==> config.mk <==
export PLATFORM = sky130hd
export DESIGN_NAME = contador_param
export DESIGN_NICKNAME = d
export VERILOG_FILES = /design/src/rtl/contador_param.sv
export SDC_FILE = /design/constraint.sdc
export NUM_CORES = 1
export LEC_CHECK = 0
export ABC_CLOCK_PERIOD_IN_PS = 5000
export BUFFER_PORTS_ARGS = -buffer_cell sky130_fd_sc_hd__buf_2
export CORE_MARGIN = 2
export CORE_UTILIZATION = 25
export DETAILED_ROUTE_END_ITERATION = 10
export SETUP_SLACK_MARGIN = 0.2
export SLEW_MARGIN = 10
export SYNTH_ARGS = -nofsm -noshare
export SYNTH_HDL_FRONTEND = slang
export SYNTH_SLANG_ARGS = --single-unit
==> constraint.sdc <==
create_clock -name clk -period 5 [get_ports clk]
set_input_delay 0.25 -clock clk [delete_from_list [all_inputs] [get_ports clk]]
set_output_delay 0.25 -clock clk [all_outputs]
set_load 0.005 [all_outputs]
==> src/rtl/contador_param.sv <==
// Parametrised cascaded up/down/load counter with per-segment carry-out,
// optional saturating arithmetic and a saturation-hit pulse.
module contador_param #(
    parameter int WIDTH = 16,
    parameter int SEG   = 4,
    parameter int STEP  = 3
) (
    input  logic                   clk,
    input  logic                   reset,
    input  logic                   enb,
    input  logic [1:0]             modo,
    input  logic                   sat,
    input  logic [WIDTH-1:0]       D,
    output logic [WIDTH-1:0]       Q,
    output logic [WIDTH/SEG-1:0]   RCO,
    output logic                   SAT_HIT
);
    localparam int NSEG = WIDTH / SEG;
    localparam logic [WIDTH-1:0] STEPV = WIDTH'(STEP);

    logic             up;
    logic [WIDTH-1:0] opnd;
    logic [WIDTH-1:0] r;
    logic [NSEG-1:0]  cy;

    always_comb begin
        up   = (modo == 2'b00);
        opnd = (modo == 2'b10) ? STEPV : WIDTH'(1);
        r    = up ? (Q + opnd) : (Q - opnd);
    end

    // Carry out of the low K bits: lo + op >= 2^K  <=>  lo > ~op.
    // Borrow out of the low K bits: lo < op.
    for (genvar i = 0; i < NSEG; i++) begin : g_seg
        localparam int K = (i + 1) * SEG;
        assign cy[i] = up ? (Q[K-1:0] > ~opnd[K-1:0])
                          : (Q[K-1:0] <  opnd[K-1:0]);
    end

    always_ff @(posedge clk) begin
        if (reset) begin
            Q       <= '0;
            RCO     <= '0;
            SAT_HIT <= 1'b0;
        end else if (!enb) begin
            RCO     <= '0;
            SAT_HIT <= 1'b0;
        end else if (modo == 2'b11) begin
            Q       <= D;
            RCO     <= '0;
            SAT_HIT <= 1'b0;
        end else if (sat && cy[NSEG-1]) begin
            Q       <= up ? '1 : '0;
            RCO     <= '0;
            SAT_HIT <= 1'b1;
        end else begin
            Q       <= r;
            RCO     <= cy;
            SAT_HIT <= 1'b0;
        end
    end
endmodule

After elaboration in Yosys (flattened, before gate mapping) --
Cells that the tools add are included. W data, S select, Z words.
Storage, ports and cells: output and inout bits 21, register bits 21, word-level logic and storage cells 34, bits of input ports 22
Operators by class: mux-type cells 10, eq/ne operators 2, $lt $le $gt $ge 8, reduce and logical (&&, ||, !) cells 4, $add $sub $neg 2, bitwise gates (word level) 5
Operators with widths (count):
- $mux W16 | 4
- $add A16 B2 Y16 | 1
- $gt A16 B16 Y1 | 1
- $lt A16 B2 Y1 | 1
- $not A2 Y16 | 1
- $sub A16 B2 Y16 | 1
- $gt A12 B12 Y1 | 1
- $lt A12 B2 Y1 | 1
- $not A2 Y12 | 1
- $gt A8 B8 Y1 | 1
- $lt A8 B2 Y1 | 1
- $not A2 Y8 | 1
- $mux W1 | 5
- $eq A2 B2 Y1 const B | 2
- $gt A4 B4 Y1 | 1
- $lt A4 B2 Y1 | 1
- $not A2 Y4 | 1
- $reduce_or A4 Y1 | 1
- $reduce_or A3 Y1 | 1
- $logic_not A2 Y1 | 1
- $mux W2 | 1
- $logic_and A1 B1 Y1 | 1
- $not A1 Y1 | 1

Logic depth before layout (Yosys ltp) --
Gate-level depths: netlist of run 1.
depth in word-level cells 8, depth in mapped cells 10, gate-level depth less buffers 10

Least setup slack after synthesis of run 1 --
No wires, ideal clock.
path type flip-flop to flip-flop, from register Q[1], to register Q[15], setup slack 2.535 ns, buffers on the path 0, arrival 2.345 ns, stages on the path, launching flop included 9, setup time 0.120 ns, required time 4.880 ns, cells stage by stage dfxtp_1 inv_1 ha_1 inv_1 a2111oi_1 a22oi_1 o311ai_1 a21boi_0 o31a_1
On the way: longest elaborated chain between the ends 5, elaborated cells on any way between the ends 9
RTL lines:
- start: declaration | line 14 | output logic [WIDTH-1:0] Q,
- start signal: assignment | line 53 | Q <= up ? '1 : '0;
- start signal: assignment | line 57 | Q <= r;
- $lt A16 B2 Y1 / $gt A16 B16 Y1 (equally long branches) | line 37, 36
- $mux W1 | line 36 | assign cy[i] = up ? (Q[K-1:0] > ~opnd[K-1:0])
- $logic_and A1 B1 Y1 | line 52 | end else if (sat && cy[NSEG-1]) begin
- $mux W16 (*) | line 52
- $mux W16 (*) | line 48 | end else if (modo == 2'b11) begin
Mark *: on every way between the ends. The rest lies on a longest branch, timed or not. A chain may end at the register's enable or synchronous reset.

Final worst setup path of run 1 --
from register Q[1], to register Q[1]
Same word-level chain as after synthesis.

==> flow_metrics.env, run 1 <==
export IMPL_ctsResizeCount=0
export IMPL_timing_hold_worst_class="input pin to flop"
export IMPL_shortest_clock_period_the_worst_path_allows_after_layout_ns=2.858
export IMPL_fp_dieArea_mm2=0.007556
export IMPL_cts_max_level=1
export IMPL_fmaxAchievable_mhz=349.9
export IMPL_timing_clock_skew_ns=0.001906
export IMPL_tns_ns=0
export IMPL_tritoncts="built"
export IMPL_clock_path_buffers=2
export IMPL_clkLatencyLatePin_ns=0.27
export IMPL_yosys_most_used_dff="dfxtp_1"
export IMPL_timing_critical_path_slowest_cell_delay_ns=0.53
export IMPL_wl_per_cell_um=16.46
export IMPL_critical_path_data_arrival_time_ns=3.05
export IMPL_path_max_fanout=11
export IMPL_route_final_wire_length_um=5563
export IMPL_rsz0062_at_grt="false"
export IMPL_postRouteAntennaNets=0
export IMPL_root_buffer="clkbuf_8"
export IMPL_grt_antenna_before_repair=0
export IMPL_via_count_of_the_first_global_routing_pass=1722
export IMPL_initial_core_util_pct=25.59
export IMPL_routed_via_density=5.521
export IMPL_crit_slowest_cell="nand4_1"
export IMPL_post_synth_inst_count=226
export IMPL_power_leakage_nw=0.7932
export IMPL_global_route_usage_total_pct=14.95
export IMPL_antenna_diode_instance_count=0
export IMPL_grt_first_pass_wirelength_um=8970
export IMPL_multi_input_comb_area_mm2=0.001192
export IMPL_average_cell_area_after_synthesis_um2=7.607
export IMPL_grt_start_max_net_pins=17
export IMPL_tightestPinTransition_ns=0.8625
export IMPL_place_hpwl_um=4236
export IMPL_number_of_enable_type_register_cells_in_the_synthesized_netlist=0
export IMPL_seq_area_um2=420.4
export IMPL_cts_num_sinks=21
export IMPL_wp_depth=7
export IMPL_drt_drc_violations_left=0
export IMPL_synth_async_reset_ratio_pct=0
export IMPL_synth_cell_type_count=60
export IMPL_synth_area_mm2=0.001719
export IMPL_num_nets_final=288
export IMPL_floorplan_die_width_um=86.93
export IMPL_status="finished clean"
export IMPL_io_pins=43
export IMPL_cts_hold_buf=0
export IMPL_synth_adder_area_share_pct=5.968
export IMPL_r2r_worst_path_cells=7
export IMPL_timing_hold_worst_path_depth=3
export IMPL_ys_seq_area_share_pct=24.45
export IMPL_synth_compound_gate_area_share_pct=30.13
export IMPL_post_synth_and_or_nand_nor_area_fraction_pct=29.99
export IMPL_synthXorXnorAreaFrac_pct=2.038
export IMPL_timing_final_max_slew_violations=0
export IMPL_vias=1866
export IMPL_max_cap_viol_count=0
export IMPL_die_height_um=86.93
export IMPL_hold_viol=0
export IMPL_placeableCoreArea_mm2=0.006719
export IMPL_power_density_mw_per_mm2=264.1
export IMPL_global_route_overflow=0
export IMPL_crit_required_ns=5.19
export IMPL_slew_headroom_pct=42.36
export IMPL_vdd_ir_max_v=0.00008836
export IMPL_areaGrowthSynthToFinish_pct=17.18
export IMPL_drive_gt1_share_pct=22.09
export IMPL_crit_path_cell_trace="inv_1 > ha_1 > nor3_1 > nand4_1 > and4_4 > or3_1 > a221oi_2"
export IMPL_cts_buffers=3
export IMPL_layout_cells_most_common="buf_2"
export IMPL_kind_of_cell_adding_the_most_delay_to_the_critical_path="simple AND/OR/NAND/NOR gates"
export IMPL_final_min_period_over_clock_period_pct=57.17
export IMPL_cts_clk_slew_worst_paths_ns=0.09
export IMPL_count_of_buffer_and_inverter_cells_on_the_critical_path=1
export IMPL_p_total_uw=532.0
export IMPL_layout_filler_cells=756
export IMPL_cts_setup_buffers=0
export IMPL_yosys_top_cells_area="dfxtp_1 24%, nor2_1 5.7%, a21oi_1 4.4%"
export IMPL_synth_top_cell_by_area="dfxtp_1"
export IMPL_ys_warnings_count=0
export IMPL_synthMuxAreaShare_pct=1.237
export IMPL_synth_top_family_by_area="compound AO/OA/AOI/OAI gates"
export IMPL_gp_routability_congestion=0.9241
export IMPL_synth_net_count=255
export IMPL_worst_setup_path_type="flop to flop"
export IMPL_yosys_area_top_type_share_pct=24.45
export IMPL_start_kind="flop"
export IMPL_place_port_buffers=42
export IMPL_row_cnt=30
export IMPL_postSynthRegisterBits=21
export IMPL_drt_first_pass_iters=4
export IMPL_drt_iter0_drc=174
export IMPL_setup_violations=0
export IMPL_final_cell_mix="42 x buf_2, 26 x nor2_1, 21 x dfxtp_1, 15 x nand2_1, 15 x a21oi_1"
export IMPL_critPathCaptureType="flop"
-- per-stage QoR --
stage               cells  worst slack (ns)  area (µm²)  utilization [%]  hold slack, ns
global route          338             1.899        2014            29.98          0.2417
floorplan             226             2.536        1719                -          0.3285
detailed placement    334             2.026        1968            29.29          0.5200
finish                338             2.142        2014            29.98          0.2283
global placement      334             2.004        1968            29.29          0.5167
CTS                   338             2.124        2014            29.98          0.2352
-- flip-flops by register name, indices dropped and copies added, names as in the netlist --
| name | cells |
|---|---|
| SAT_HIT | 1 |
| Q | 16 |
| RCO | 4 |
-- metal layers --
| metal | wire length, µm | track usage, % | part of all wire [%] | vias to the layer above |
|---|---|---|---|---|
| met4 | 57 | 5.114 | 1.0 | 0 |
| met3 | 313 | 2.180 | 5.6 | 7 |
| met2 | 2583 | 23.32 | 46 | 48 |
| met1 | 2608 | 21.01 | 47 | 891 |
| met5 | 0 | 0 | 0 | - |
| li1 | - | - | - | 920 |
-- worst reg2reg max path: stages (launching register included) --
cell and delay, ns:
dfxtp_1 0.44, inv_1 0.15, ha_1 0.23, nor3_1 0.44, nand4_1 0.54, and4_4 0.40, or3_1 0.35, a221oi_2 0.23
-- synth_stat cells (all sizes together), types with 3 or more instances --
cell	count
o21a	3
a21oi	15
o31ai	3
and4	3
nand2	15
a31oi	7
o2bb2ai	3
buf	3
o22ai	3
nand4	6
clkbuf	11
nor2	26
inv	12
a31o	3
ha	5
a211oi	3
dfxtp	21
and2	6
nand3	5
or3	4
o21ai	8
nor3	11
nor4	5
xnor2	3
a22oi	4
-- final timing paths --
check | to | start | slack (ns)
worst min register to register | Q[14] | Q[14] | 0.54
worst max-delay path | Q[1] | Q[1] | 2.14
worst max register to register | Q[1] | Q[1] | 2.14
worst min-delay path | Q[2] | D[2] | 0.23
-- report_power, final --
group          internal [mW]  switching, mW  total [mW]
combinational         0.0867          0.110       0.196
clock                 0.0559         0.0654       0.121
sequential             0.183         0.0321       0.215
-- area by class of cell --
cell class | instances | share of cell area [%]
Clock buffer | 3 | 2.050
Clock inverter | 1 | 0.2484
Inverter | 12 | 2.236
Multi-Input combinational cell | 179 | 59.19
Sequential cell | 21 | 20.87
Tap cell | 80 | 4.969
Timing Repair Buffer | 42 | 10.43
-- cells by family after synthesis --
group | Yosys count
DFF | 21
muxes | 2
adders and majority gates | 7
buffers and inverters | 26
and+or+nand+nor | 93
AOI/OAI and AO/OA | 73
xor gates and xnor gates | 4
Note: power is estimated with default switching activity, not from simulation.
==> run 2: changes to the inputs <==
--- a/config.mk
+++ b/config.mk
@@ -5,7 +5,8 @@
 export SDC_FILE = /design/constraint.sdc
 export NUM_CORES = 1
 export LEC_CHECK = 0
-export ABC_CLOCK_PERIOD_IN_PS = 5000
+export ABC_AREA = 1
+export ABC_CLOCK_PERIOD_IN_PS = 2600
 export BUFFER_PORTS_ARGS = -buffer_cell sky130_fd_sc_hd__buf_2
 export CORE_MARGIN = 2
 export CORE_UTILIZATION = 25
==> constraint.sdc (replaced) <==
create_clock -name clk -period 2.6 [get_ports clk]
set_input_delay 0.13 -clock clk [delete_from_list [all_inputs] [get_ports clk]]
set_output_delay 0.13 -clock clk [all_outputs]
set_load 0.005 [all_outputs]
==> flow_metrics.env, run 2 <==
export IMPL_clock_path_buffers=2
export IMPL_route_final_wire_length_um=7367
export IMPL_fmaxAchievable_mhz=449.1
export IMPL_slack_of_the_worst_reg_to_reg_path_ns=0.37
export IMPL_cpMostUsedCell="nand2_1"
export IMPL_timing_final_max_slew_violations=0
export IMPL_gp_routability_congestion=0.9766
export IMPL_net_switching_power_uw=576.3
export IMPL_critPathCaptureType="flop"
export IMPL_synth_top_cell_by_area="nand2_1"
export IMPL_global_route_overflow=0
export IMPL_netSwitchingFraction_pct=45.87
export IMPL_post_synth_inst_count=421
export IMPL_start_kind="flop"
export IMPL_setup_violations=0
export IMPL_areaGrowthSynthToFinish_pct=10.32
export IMPL_stdcell_count=581
export IMPL_average_cell_area_after_synthesis_um2=5.876
export IMPL_place_hpwl_um=5733
export IMPL_largest_register_ffs=16
export IMPL_r2r_worst_path_cells=12
export IMPL_wl_per_cell_um=12.68
export IMPL_most_common_library_cells_after_synthesis="151 x nand2_1, 80 x nor2_1, 31 x nand3_1"
export IMPL_ys_seq_area_share_pct=17.00
export IMPL_final_cell_mix="151 x nand2_1, 79 x nor2_1, 42 x buf_2, 31 x nand3_1, 29 x inv_1"
export IMPL_rsz0062_at_grt="false"
export IMPL_grt_start_max_net_pins=35
export IMPL_most_frequent_cell_after_synthesis="nand2_1"
export IMPL_grt_antenna_before_repair=0
export IMPL_drt_first_pass_iters=6
export IMPL_min_delay_worst_endpoint="SAT_HIT"
export IMPL_min_delay_start="modo[1]"
export IMPL_routed_via_density=4.592
export IMPL_timing_hold_worst_class="input pin to flop"
export IMPL_path_max_fanout=7
export IMPL_antenna_diode_instance_count=0
export IMPL_placeableCoreArea_mm2=0.009684
export IMPL_cts_max_level=1
export IMPL_timing_clock_skew_ns=0.004114
export IMPL_global_route_usage_total_pct=13.96
export IMPL_yosys_most_used_dff="dfxtp_1"
export IMPL_layout_cells_most_common="nand2_1"
export IMPL_crit_path_cell_trace="inv_1 > fa_1 > nor2_2 > nand2_1 > o21ai_0 > nand2_1 > nand2_1 > nand2_1 > nand2_1 > nand3_1 > nand2_1 > a21oi_2"
export IMPL_row_cnt=36
export IMPL_critical_path_data_arrival_time_ns=2.38
export IMPL_dp_cells=577
export IMPL_vias=2668
export IMPL_rr_startpoint="Q[0]"
export IMPL_synthXorXnorAreaFrac_pct=2.833
export IMPL_number_of_enable_type_register_cells_in_the_synthesized_netlist=0
export IMPL_worst_setup_path_type="flop to flop"
export IMPL_postSynthRegisterBits=21
export IMPL_slew_headroom_pct=62.27
export IMPL_vdd_ir_max_v=0.0002392
export IMPL_power_density_mw_per_mm2=460.3
export IMPL_grt_first_pass_wirelength_um=11820
export IMPL_drt_iter0_drc=196
export IMPL_clkLatencyLatePin_ns=0.27
export IMPL_synth_area_mm2=0.002474
export IMPL_synth_cell_type_count=36
export IMPL_io_pins=43
export IMPL_power_internal_uw=680.0
export IMPL_max_cap_viol_count=0
export IMPL_final_min_period_over_clock_period_pct=85.64
export IMPL_fp_dieArea_mm2=0.01071
export IMPL_cts_clk_slew_worst_paths_ns=0.09
export IMPL_cts_buffers=3
export IMPL_utilization_pct=28.18
export IMPL_cts_num_sinks=21
export IMPL_crit_slowest_cell="fa_1"
export IMPL_cts_hold_buf=0
export IMPL_synth_adder_area_share_pct=4.148
export IMPL_yosys_area_top_type_share_pct=22.91
export IMPL_combinational_power_share_pct=46.9
export IMPL_largest_register="Q"
export IMPL_power_leakage_nw=1.336
export IMPL_synth_compound_gate_area_share_pct=7.992
export IMPL_timing_critical_path_slowest_cell_delay_ns=0.54
export IMPL_shortest_clock_period_the_worst_path_allows_after_layout_ns=2.227
export IMPL_yosys_top_cells_area="nand2_1 23%, dfxtp_1 17%, nor2_1 12%"
export IMPL_synth_net_count=450
export IMPL_p_clk_share_pct=19.0
export IMPL_tns_ns=0
export IMPL_tightestPinTransition_ns=0.5651
export IMPL_synth_top_family_by_area="simple AND/OR/NAND/NOR gates"
export IMPL_num_nets_final=478
export IMPL_post_synth_and_or_nand_nor_area_fraction_pct=55.18
export IMPL_floorplan_die_width_um=103.5
export IMPL_place_port_buffers=42
export IMPL_largest_registers="Q (16), RCO (4), SAT_HIT (1)"
export IMPL_postRouteAntennaNets=0
export IMPL_timing_hold_worst_path_depth=4
export IMPL_status="finished clean"
export IMPL_layout_filler_cells=1088
export IMPL_root_buffer="clkbuf_8"
export IMPL_tritoncts="built"
export IMPL_ys_warnings_count=0
export IMPL_regToRegEndpoint="Q[14]"
export IMPL_crit_required_ns=2.75
export IMPL_hold_viol=0
export IMPL_drive_gt1_share_pct=20.31
export IMPL_die_height_um=103.5
export IMPL_synth_async_reset_ratio_pct=0
export IMPL_initial_core_util_pct=25.54
export IMPL_synthMuxAreaShare_pct=0
export IMPL_drt_drc_violations_left=0
export IMPL_via_count_of_the_first_global_routing_pass=2445
export IMPL_cts_setup_buffers=0
export IMPL_share_seq_of_total_power_pct=34.2
run 2: cell count changes after synthesis, moves of 9 or more:
cell and delta:
nand3_1 +26, clkbuf_1 -9, nor2_1 +54, inv_1 +17
nand2_1 +136, a21oi_2 +11
run 2: worst max-delay path, delay by kind of cell (launching register included):
kind / cells / cell delay (ns)
and+or+nand+nor: 8 / 0.70
AOI/OAI and AO/OA: 2 / 0.24
DFF: 1 / 0.44
adders and majority gates: 1 / 0.54
buffers and inverters: 1 / 0.20
run 2: power by group through the flow:
stage          Sequential (mW)  Clock, mW  Combinational [mW]
2_1_floorplan            0.389          0               0.493
4_1_cts                  0.429      0.255               0.585
3_3_place_gp             0.437          0               0.577
5_1_grt                  0.437      0.259               0.674
3_5_place_dp             0.436          0               0.581
6_report                 0.429      0.238               0.589
run 2: how the worst max path moves through the flow:
stage / from / to / slack, ns / depth (start not counted)
2_1_floorplan: Q[0] / Q[14] / 0.63 / 12
3_3_place_gp: Q[0] / Q[14] / 0.21 / 12
3_5_place_dp: Q[0] / Q[14] / 0.20 / 12
4_1_cts: Q[0] / Q[14] / 0.32 / 12
5_1_grt: Q[0] / Q[14] / 0.20 / 12
6_report: Q[0] / Q[14] / 0.37 / 12
run 2: layer usage:
metal  vias up  track usage [%]  share of wire, %
li1       1365                -                 -
met1      1228            19.94                50
met2        69            22.43                45
met3         6            1.882               3.7
met4         0            2.935              0.77
met5         -                0                 0
run 2: repair_timing:
action                                  in CTS  in global routing
endpoints found under the setup margin       1                  2
pin swaps                                    0                  0
resized for setup                            1                  1
run 2: logic make-up (layout without fill, tap and decap cells):
kind of cell | count (synthesis) | count (layout)
xor gates and xnor gates | 8 | 8
AOI/OAI and AO/OA | 30 | 30
buffers and inverters | 54 | 81
DFF | 21 | 21
and+or+nand+nor | 301 | 301
adders and majority gates | 7 | 7
run 2: stage by stage:
stage               hold slack (ns)  power (mW)  setup WS (ns)  area (µm²)
detailed placement           0.5165       1.018         0.1956        2680
CTS                          0.2127       1.269         0.3233        2726
floorplan                    0.3478      0.8820         0.6307        2474
global route                 0.2483       1.370         0.2047        2729
global placement             0.5040       1.014         0.2118        2680
finish                       0.2249       1.256         0.3733        2729
run 2: layout make-up:
class | count | area, µm² | area share (%)
Multi-Input combinational cell | 346 | 1738 | 63.69
Timing Repair Buffer | 46 | 240.2 | 8.803
Clock buffer | 4 | 45.04 | 1.651
Inverter | 31 | 117.6 | 4.310
Tap cell | 133 | 166.4 | 6.098
Sequential cell | 21 | 421.7 | 15.45
